===== config.mk =====
export PLATFORM = sky130hd
export DESIGN_NAME = cache_ctrl_burst
export DESIGN_NICKNAME = d
export VERILOG_FILES = /design/src/rtl/cache_ctrl_burst.sv
export SDC_FILE = /design/constraint.sdc
export NUM_CORES = 1
export LEC_CHECK = 0
export ABC_AREA = 1
export BUFFER_PORTS_ARGS = -buffer_cell sky130_fd_sc_hd__buf_2
export CORE_ASPECT_RATIO = 1.75
export CORE_UTILIZATION = 49
export DETAILED_ROUTE_END_ITERATION = 6
export GPL_TIMING_DRIVEN = 0
export HOLD_SLACK_MARGIN = 0.03
export PLACE_DENSITY = 0.78
export REMOVE_ABC_BUFFERS = 1
export SKIP_LAST_GASP = 1
export SYNTH_ARGS = -nofsm -noshare
export SYNTH_HDL_FRONTEND = slang
export SYNTH_SLANG_ARGS = --single-unit
export TNS_END_PERCENT = 50

===== constraint.sdc =====
create_clock -name clk -period 1.9 [get_ports clk]
set_clock_uncertainty 0.2 [all_clocks]
set_input_delay 0.38 -clock clk [delete_from_list [all_inputs] [get_ports clk]]
set_output_delay 0.38 -clock clk [all_outputs]
set_load 0.1 [all_outputs]

===== src/rtl/cache_ctrl_burst.sv =====
// Write-back cache controller: tag check, burst write-back of dirty victims and burst
// line fill from lower memory, with saturating hit/miss/write-back counters.
module cache_ctrl_burst #(
    parameter int WORDS  = 4,
    parameter int WSEL_W = 2,
    parameter int CNT_W  = 16
) (
    input  logic              clk,
    input  logic              rst,
    input  logic              req_cpu,
    input  logic              wr_cpu,
    input  logic [WSEL_W-1:0] word_sel,
    input  logic [3:0]        be_cpu,
    input  logic              hit,
    input  logic              dirty,
    input  logic              rdy_low,
    input  logic              clr_cnt,
    output logic              rdy_cpu,
    output logic              req_low,
    output logic              wr_low,
    output logic [WSEL_W-1:0] beat_idx,
    output logic [WORDS-1:0]  en_word,
    output logic [3:0]        en_byte,
    output logic              fill_sel,
    output logic              tag_wr,
    output logic              valid_new,
    output logic              dirty_new,
    output logic              asel,
    output logic [CNT_W-1:0]  hit_cnt,
    output logic [CNT_W-1:0]  miss_cnt,
    output logic [CNT_W-1:0]  wb_cnt
);

    typedef enum logic [1:0] {IDLE, TAG, WB, FILL} state_t;

    state_t            state, state_next;
    logic [WSEL_W-1:0] beat, beat_next;
    logic              last_beat;
    logic              miss_evt, wb_evt;

    assign last_beat = rdy_low && (beat == WSEL_W'(WORDS - 1));

    always_ff @(posedge clk or posedge rst) begin
        if (rst) begin
            state <= IDLE;
            beat  <= '0;
        end else begin
            state <= state_next;
            beat  <= beat_next;
        end
    end

    always_comb begin
        state_next = state;
        beat_next  = beat;
        rdy_cpu    = 1'b0;
        req_low    = 1'b0;
        wr_low     = 1'b0;
        beat_idx   = '0;
        en_word    = '0;
        en_byte    = '0;
        fill_sel   = 1'b0;
        tag_wr     = 1'b0;
        valid_new  = 1'b0;
        dirty_new  = 1'b0;
        asel       = 1'b0;
        case (state)
            IDLE: state_next = TAG;
            TAG: begin
                if (req_cpu) begin
                    if (hit) begin
                        rdy_cpu = 1'b1;
                        if (wr_cpu) begin
                            en_word   = WORDS'(1) << word_sel;
                            en_byte   = be_cpu;
                            tag_wr    = 1'b1;
                            valid_new = 1'b1;
                            dirty_new = 1'b1;
                        end
                    end else if (dirty) begin
                        state_next = WB;
                    end else begin
                        state_next = FILL;
                    end
                end
            end
            WB: begin
                req_low  = 1'b1;
                wr_low   = 1'b1;
                asel     = 1'b1;
                beat_idx = beat;
                if (rdy_low) begin
                    if (last_beat) begin
                        state_next = FILL;
                        beat_next  = '0;
                    end else begin
                        beat_next = beat + 1'b1;
                    end
                end
            end
            FILL: begin
                req_low  = 1'b1;
                fill_sel = 1'b1;
                beat_idx = beat;
                if (rdy_low) begin
                    en_word = WORDS'(1) << beat;
                    en_byte = 4'b1111;
                    if (last_beat) begin
                        tag_wr     = 1'b1;
                        valid_new  = 1'b1;
                        state_next = TAG;
                        beat_next  = '0;
                    end else begin
                        beat_next = beat + 1'b1;
                    end
                end
            end
            default: state_next = IDLE;
        endcase
    end

    assign miss_evt = (state == TAG) && ((state_next == WB) || (state_next == FILL));
    assign wb_evt   = (state == WB) && (state_next == FILL);

    // Clear has priority over any same-cycle increment; counters stick at all-ones.
    always_ff @(posedge clk or posedge rst) begin
        if (rst) begin
            hit_cnt  <= '0;
            miss_cnt <= '0;
            wb_cnt   <= '0;
        end else if (clr_cnt) begin
            hit_cnt  <= '0;
            miss_cnt <= '0;
            wb_cnt   <= '0;
        end else begin
            if (rdy_cpu && (hit_cnt != '1))
                hit_cnt <= hit_cnt + 1'b1;
            if (miss_evt && (miss_cnt != '1))
                miss_cnt <= miss_cnt + 1'b1;
            if (wb_evt && (wb_cnt != '1))
                wb_cnt <= wb_cnt + 1'b1;
        end
    end

endmodule

* Yosys cells after proc, flatten, opt, wreduce, memory -nomap -nowiden
Index checks and enable logic that the tools add are counted.
Cells by class: add/sub/neg operators 4, muxes and demuxes 39, $lt $le $gt $ge 0, reduce and logical (&&, ||, !) cells 13, divide/modulo/power cells 0, multipliers 0, shift-type cells 2, bitwise operators 0, equality and inequality tests 9
Operators by type and width (count):
- 16-bit 2-to-1 mux | 6
- 16-bit by 1-bit adder with 16-bit output, second input constant | 3
- 16-bit inequality test, second input constant | 3
- 4-bit 2-to-1 mux | 8
- 2-bit 2-to-1 mux | 8
- 4-bit case mux with 2 select lines | 2
- 1-bit 2-to-1 mux | 13
- 2-bit equality test, second input constant | 5
- 2-bit case mux with 4 select lines | 1
- 1-bit by 2-bit left shift with 4-bit output, first input constant | 2
- 1-bit logical AND | 6
- 2-bit nonzero test | 3
- 2-bit by 1-bit adder with 2-bit output, second input constant | 1
- 2-bit by 1-bit equality test with 1-bit output, second input constant | 1
- 2-bit zero test | 1
- 1-bit case mux with 2 select lines | 1
- 2-bit AND reduction | 1
- 2-bit OR reduction | 1
- 1-bit logical OR | 1
Word-level totals: memory bits (read-only) 0, memory bits (writable) 0, input bits 14, latch bits 0, output and inout bits 66, word-level logic and storage cells 72, register bits after elaboration 52, memories kept 0

* Longest topological paths before layout
Gate-level depths: netlist of the first run.
depth after elaboration 11, mapped depth 10, gate-level depth less buffers 9

* Worst setup path before layout of the first run
No wires, ideal clock.
path kind flip-flop to output port, start register state[1], end output port en_word[0], required time 1.320 ns, path buffers 1, path slack -2.666 ns, stages on the path, launching flop included 7, data arrival time 3.986 ns, cell sequence dfrtp_1 > buf_2 > inv_1 > nand4_1 > inv_1 > nand2_1 > o31ai_1
Between the ends: word-level cells in the longest chain between the ends 2, elaborated cells on any way between the ends 3, those cells by class eq/ne: 2; mux: 1
RTL lines:
- start: declaration | RTL line 36 | state_t state, state_next;
- start signal: assignment | RTL line 48 | state <= state_next;
- 2-bit equality test / 2-bit by 1-bit equality test with 1-bit output (equally long branches) | RTL line 67 | case (state)
- 4-bit case mux with 2 select lines (*) | RTL line 67
- end: declaration | RTL line 22 | output logic [WORDS-1:0] en_word,
Mark *: on every way between the ends. The rest lies on a longest branch, timed or not.

* Final worst setup path of the first run
Same ends and word-level chain as after synthesis.

==> results of run 1 <==
==> path summary, 6_finish.rpt <==
check | end | slack (ns)
min in group asynchronous | wb_cnt[13]$_DFFE_PP0P_ | 0.44
worst min register to register | wb_cnt[6]$_DFFE_PP0P_ | 0.35
worst max-delay path | en_word[0] | -0.31
worst min-delay path | state[0]$_DFF_PP0_ | 0.07
max in group asynchronous | state[1]$_DFF_PP0_ | 0.51
worst max register to register | hit_cnt[11]$_DFFE_PP0P_ | 0.01
==> stage by stage <==
| stage | TNS [ns] | utilization (%) |
|---|---|---|
| floorplan | -67.36 | - |
| global placement | -79.03 | 56.5 |
| detailed placement | -44.67 | 56.8 |
| CTS | -3.46 | 66.2 |
| global route | -5.88 | 71.7 |
| finish | -3.14 | 71.7 |
==> kinds of logic after synthesis <==
kind of cell / count (synthesis)
AND/OR/NAND/NOR: 348
AO/OA/AOI/OAI: 31
adder cells (fa/ha/maj): 7
flip-flops: 52
XOR/XNOR: 12
buffers and inverters: 63
==> report_power, final <==
part           internal (mW)  switching, mW  total, mW
Sequential              1.15         0.0465       1.20
Clock                  0.621          0.430       1.05
Combinational          0.782           1.66       2.44
==> worst max-delay path, stage by stage, from the launching register on <==
cell and delay, ns:
dfrtp_2 0.43, inv_2 0.06, nand4_1 0.11, inv_2 0.17, nand2_8 0.10, o31ai_4 0.24, buf_12 0.21
==> routing by layer <==
layer / up-vias / part of all wire (%) / global-route usage (%)
met5: - / 0 / 0
met4: 0 / 2.6 / 11.9
met3: 23 / 3.8 / 4.60
met2: 128 / 54 / 48.6
met1: 1874 / 39 / 32.2
li1: 1875 / - / -
==> layout make-up <==
cell class	count	area [µm²]
repair inverters	1	7.51
clock inverters	2	35.0
fillers	521	1950
multi-input cells	400	2180
repair buffers	114	988
inverters	47	191
flip-flops and latches	52	1310
diodes	1	2.50
well taps	84	105
clock buffers	6	129
==> cells in the mapped netlist (all sizes together) <==
library cell and number:
dfrtp 52, nor2 71, or2 6, clkinv 1
xor2 12, o31ai 4, o21ai 14, a21oi 7
clkbuf 5, inv 46, ha 7, buf 11
o21bai 6, nand3 31, nand3b 1, nand4 44
nand2 195
==> repair_timing <==
item	CTS	global route
endpoints found under the setup margin	65	64
resized for setup	77	73
hold buffers	1	0
pin swaps	7	11
cloned	1	2
buffers inserted	20	13
hold endpoints to repair	17	0
==> cell usage in the layout, fill, tap and decap left out, drive strengths merged <==
master / n
buf: 113
bufinv: 1
a21oi: 7
clkbuf: 6
nor2: 72
inv: 46
o21bai: 6
nand4: 44
clkinvlp: 1
nand3b: 1
dlygate4sd3: 1
o21ai: 14
xor2: 12
diode: 1
dfrtp: 52
ha: 7
clkinv: 2
nand2: 196
o31ai: 4
or2: 6
nand3: 31
==> registers in the layout, indices dropped and copies added (netlist names) <==
| register | flops |
|---|---|
| hit_cnt | 16 |
| miss_cnt | 16 |
| wb_cnt | 16 |
| beat | 2 |
| state | 2 |
==> out/results.ini, run 1 <==
[floorplan]
core_um2=6910
initial_core_util_pct=50.7
die_area_um2=7500
die_h_um=114
row_count=40
die_w_um=65.9
ioPinCount=80

[run_status]
status=finished, violations left
violations=setup timing

[worst_setup_path]
worstSetupStartpoint=state[1]$_DFF_PP0_
critPathRequiredTime_ns=1.32
worst-r2r-cell-count=8
end_kind=primary output
worstSetupPathType=reg -> out
worstSetupStartpointType=flip-flop
arrival_ns=1.63
worstReg2RegStart=state[1]$_DFF_PP0_
crit_fanout=5

[layout]
fin_area_um2=4950
layout-drive-gt1-share_pct=30.9
area_growth_syn_to_layout_pct=41.5
final_cells=707
nets=642

[sta]
finalCritPeriodShare_pct=116
hold_viol=0
setup_slack_ns=-0.307
hold_ws_ns=0.0672
setup_violations=14
clock.fmax_mhz=453
max_slew.worst_pin.slew_ns=0.488
drv_slew=0
rsz0062_at_grt=true
fin_crit_ns=2.21
relSlewSlack_pct=67.7

[route]
viasPerCell=5.52
wl_mm=10.6
first_pass_iters=5
ant_nets=0
dr_total_vias=3900
wire_per_inst_um=15.0
drt_iter0_drc=361
remaining_drc_errors=0

[synthesis]
synth_top_family_by_area=simple AND/OR/NAND/NOR gates
synth.largest_area_cell=dfrtp_1
synth_mux_area_share_pct=0
yosys.area_share.simple_pct=44.2
synth_area_um2=3500
seq_area_frac_synth_pct=37.2
ys_types=27
ys_ff_latch=52
avgSynthCellArea_um2=6.82
synth_warnings=0
ys_top_cells_by_area=dfrtp_1, nand2_1, nand4_1
synth_xor_area_share_pct=3.00
synthCells=513
synthAdderAreaFrac_pct=2.50
synth-compound-area-share_pct=5.25
netlist.area_leader.share_pct=37.2

[clock_network]
cts-root-buf=clkbuf_16
clkLatencyLatePin_ns=0.30
cts_tree=yes
clockBufferDepth=2
cts.clk_slew.worst_paths_ns=0.07
clock_sinks=52
cts_buffers=5
htree_levels=2

[min_path]
hold_path.startpoint=dirty
hold_depth=2
hp-class=in -> reg

[global_route]
grt_pass1_wl_mm=16.4
grt_pass1_vias=3549
antenna_found_initial=1
grtUsageTotal_pct=27.7
grt_max_degree=45
overflow=0

[placement]
dp_cells=661
gp_congestion=0.870
dpl_cell_area_um2=3920
dp_slack_ns=-1.07
portBuffers=79
hpwl_mm=6.37

[power_and_ir_drop]
ir_drop_uv=1650
powerDensity_nw_per_um2=948
p_total_mw=4.69
p_leak_nw=2.43

[run]
maxCapViolCount=0

Note: power is estimated with default switching activity, not from simulation.
==> run 2: changes to the inputs <==
- CORE_MARGIN: not set -> 3
- PLACE_DENSITY: 0.78 -> 0.77
==> run 2 against run 1 <==
Compared with the run above: the run still ends with setup timing left; worst setup slack worse by 0.040 ns; combinational power is 4% lower; sequential share of layout area is 0.69 points higher; first-iteration DRC count is 8.0% lower; register-to-register slack hardly changed; non-clock buffer count is 1 lower.
==> out/results.ini, run 2 (same netlist as run 1, synthesis figures left out) <==
[run_status]
status=finished, violations left  ; unchanged
violations=setup timing  ; unchanged

[sta]
setup_slack_ns=-0.346  ; was -0.307 ns
finalCritPeriodShare_pct=118  ; was 116%
hold_viol=0  ; unchanged
clock.fmax_mhz=445  ; was 453 MHz
fin_crit_ns=2.25  ; was 2.21 ns
max_slew.worst_pin.slew_ns=0.490  ; was 0.488 ns
drv_slew=0  ; unchanged
rsz0062_at_grt=true  ; unchanged
relSlewSlack_pct=67.6  ; was 67.7%
setup_violations=17  ; was 14

[layout]
final_cells=705  ; was 707
top_regs=hit_cnt (16), miss_cnt (16), wb_cnt (16)  ; unchanged
mostFrequentLayoutCell=nand2_1  ; unchanged
layout-drive-gt1-share_pct=30.8  ; was 30.9%
final_util_pct=69.8  ; was 71.7%
fillers=564  ; was 521
nets=641  ; was 642
layout_common_cells=nand2_1, buf_2, nor2_1  ; unchanged
diodes=0  ; was 1
area_growth_syn_to_layout_pct=37.6  ; was 41.5%

[worst_setup_path]
end_kind=primary output  ; unchanged
worstSetupPathType=reg -> out  ; unchanged
cpPeakStageDelay_ns=0.43  ; about the same
worst-r2r-cell-count=10  ; was 8
worst-path-buf-inv=3  ; unchanged
r2r_slack_ns=0.01  ; about the same
arrival_ns=1.67  ; was 1.63 ns
worstReg2RegStart=miss_cnt[0]$_DFFE_PP0P_  ; was state[1]$_DFF_PP0_
critPathRequiredTime_ns=1.32  ; about the same
cp_common_cell=inv_2  ; unchanged
worstSetupStartpointType=flip-flop  ; unchanged
r2r_end=miss_cnt[15]$_DFFE_PP0P_  ; was hit_cnt[11]$_DFFE_PP0P_
worstPathCellList=inv_2 -> nand4_1 -> inv_2 -> nand2_4 -> o31ai_2 -> buf_6  ; was inv_2 -> nand4_1 -> inv_2 -> nand2_8 -> o31ai_4 -> buf_12
crit_fanout=5  ; unchanged
critPathTopFamily=buffers and inverters  ; unchanged
cpMaxStageDelayCell=dfrtp_2  ; unchanged

[global_route]
grtUsageTotal_pct=24.3  ; was 27.7%
grt_pass1_wl_mm=16.7  ; was 16.4 mm
grt_pass1_vias=3740  ; was 3,549
overflow=0  ; unchanged
antenna_found_initial=0  ; was 1
grt_max_degree=45  ; unchanged

[route]
ant_nets=0  ; unchanged
drt_iter0_drc=332  ; was 361
wire_per_inst_um=15.1  ; was 15.0 µm
dr_total_vias=3906  ; was 3,900
remaining_drc_errors=0  ; unchanged
first_pass_iters=6  ; was 5
wl_mm=10.6  ; about the same
viasPerCell=5.54  ; was 5.52

[placement]
hpwl_mm=6.50  ; was 6.37 mm
gp_congestion=0.889  ; was 0.870
dp_cells=661  ; unchanged
portBuffers=79  ; unchanged

[run]
maxCapViolCount=0  ; unchanged

[clock_network]
clkLatencyLatePin_ns=0.29  ; was 0.30 ns
cts.clk_slew.worst_paths_ns=0.07  ; about the same
cts-root-buf=clkbuf_16  ; unchanged
cts_buffers=5  ; unchanged
cts_tree=yes  ; unchanged
clockBufferDepth=2  ; unchanged
htree_levels=2  ; unchanged
clock_sinks=52  ; unchanged

[floorplan]
die_area_um2=8230  ; was 7500 µm²
initial_core_util_pct=50.7  ; unchanged
die_h_um=118  ; was 114 µm
core_um2=6910  ; unchanged
die_w_um=69.9  ; was 65.9 µm
ioPinCount=80  ; unchanged
row_count=40  ; unchanged

[power_and_ir_drop]
p_leak_nw=2.42  ; was 2.43 nW
ir_drop_uv=1220  ; was 1650 µV
powerDensity_nw_per_um2=931  ; was 948 nW/µm²

[min_path]
hold_path.startpoint=dirty  ; unchanged
hold_depth=2  ; unchanged
holdPathEnd=state[0]$_DFF_PP0_  ; unchanged
hp-class=in -> reg  ; unchanged

## run 2: power by group
part | total, mW | internal [mW] | switching (mW)
registers | 1.20 | 1.15 | 0.0474
logic | 2.35 | 0.711 | 1.64
clock network | 0.934 | 0.521 | 0.413
## run 2: layer usage
layer / global-route usage (%) / part of all wire (%) / up-vias
li1: - / - / 1872
met1: 26.6 / 37 / 1855
met2: 46.0 / 55 / 147
met3: 3.16 / 4.2 / 32
met4: 9.59 / 3.2 / 0
met5: 0 / 0 / -
## run 2: repair_timing
item / in CTS / in global routing
gates cloned: 3 / 0
buffers inserted: 26 / 13
hold buffers: 1 / 0
endpoints found under the hold margin: 16 / 0
gates resized for setup: 62 / 80
pin swaps: 7 / 17
setup endpoints to repair: 65 / 64
## run 2: per-stage QoR
stage               TNS, ns  setup slack, ns  power (mW)  area (µm²)  hold WS (ns)
detailed placement   -44.83            -1.07        2.80        3920         0.188
floorplan            -67.36            -3.10        2.54        3400         0.270
global route          -5.87           -0.393        4.63        4820        0.0928
CTS                   -4.09           -0.301        4.11        4520        0.0658
global placement     -80.78            -1.09        2.78        3900         0.305
finish                -3.51           -0.346        4.48        4820         0.101
## run 2: how the worst max path moves through the flow
stage,from,to,depth (start not counted)
final,state[1]$_DFF_PP0_,en_word[3],6
after floorplan,state[1]$_DFF_PP0_,en_word[0],5
after detailed placement,clr_cnt,miss_cnt[3]$_DFFE_PP0P_,4
after global routing,state[1]$_DFF_PP0_,en_word[2],6
after global placement,clr_cnt,miss_cnt[3]$_DFFE_PP0P_,4
after CTS,state[1]$_DFF_PP0_,en_word[2],6
## run 2: layout make-up
cell class / count / area, µm² / share of cell area, %
Inverter: 47 / 191 / 3.97
Clock inverter: 2 / 10.0 / 0.208
Tap cell: 84 / 105 / 2.18
Sequential cell: 52 / 1310 / 27.2
Multi-Input combinational cell: 400 / 2130 / 44.3
Timing Repair Buffer: 113 / 921 / 19.1
Clock buffer: 6 / 139 / 2.88
Timing Repair inverter: 1 / 7.51 / 0.156
## run 2: worst register-to-register path: stages (launching register included)
cell and delay [ns]:
dfrtp_1 0.42, ha_1 0.26, nand3_2 0.15, inv_2 0.06, nand2_2 0.10, nor2_4 0.06
nor2_4 0.19, nor2_4 0.07, buf_12 0.15, nand2_1 0.06, nand2_1 0.06
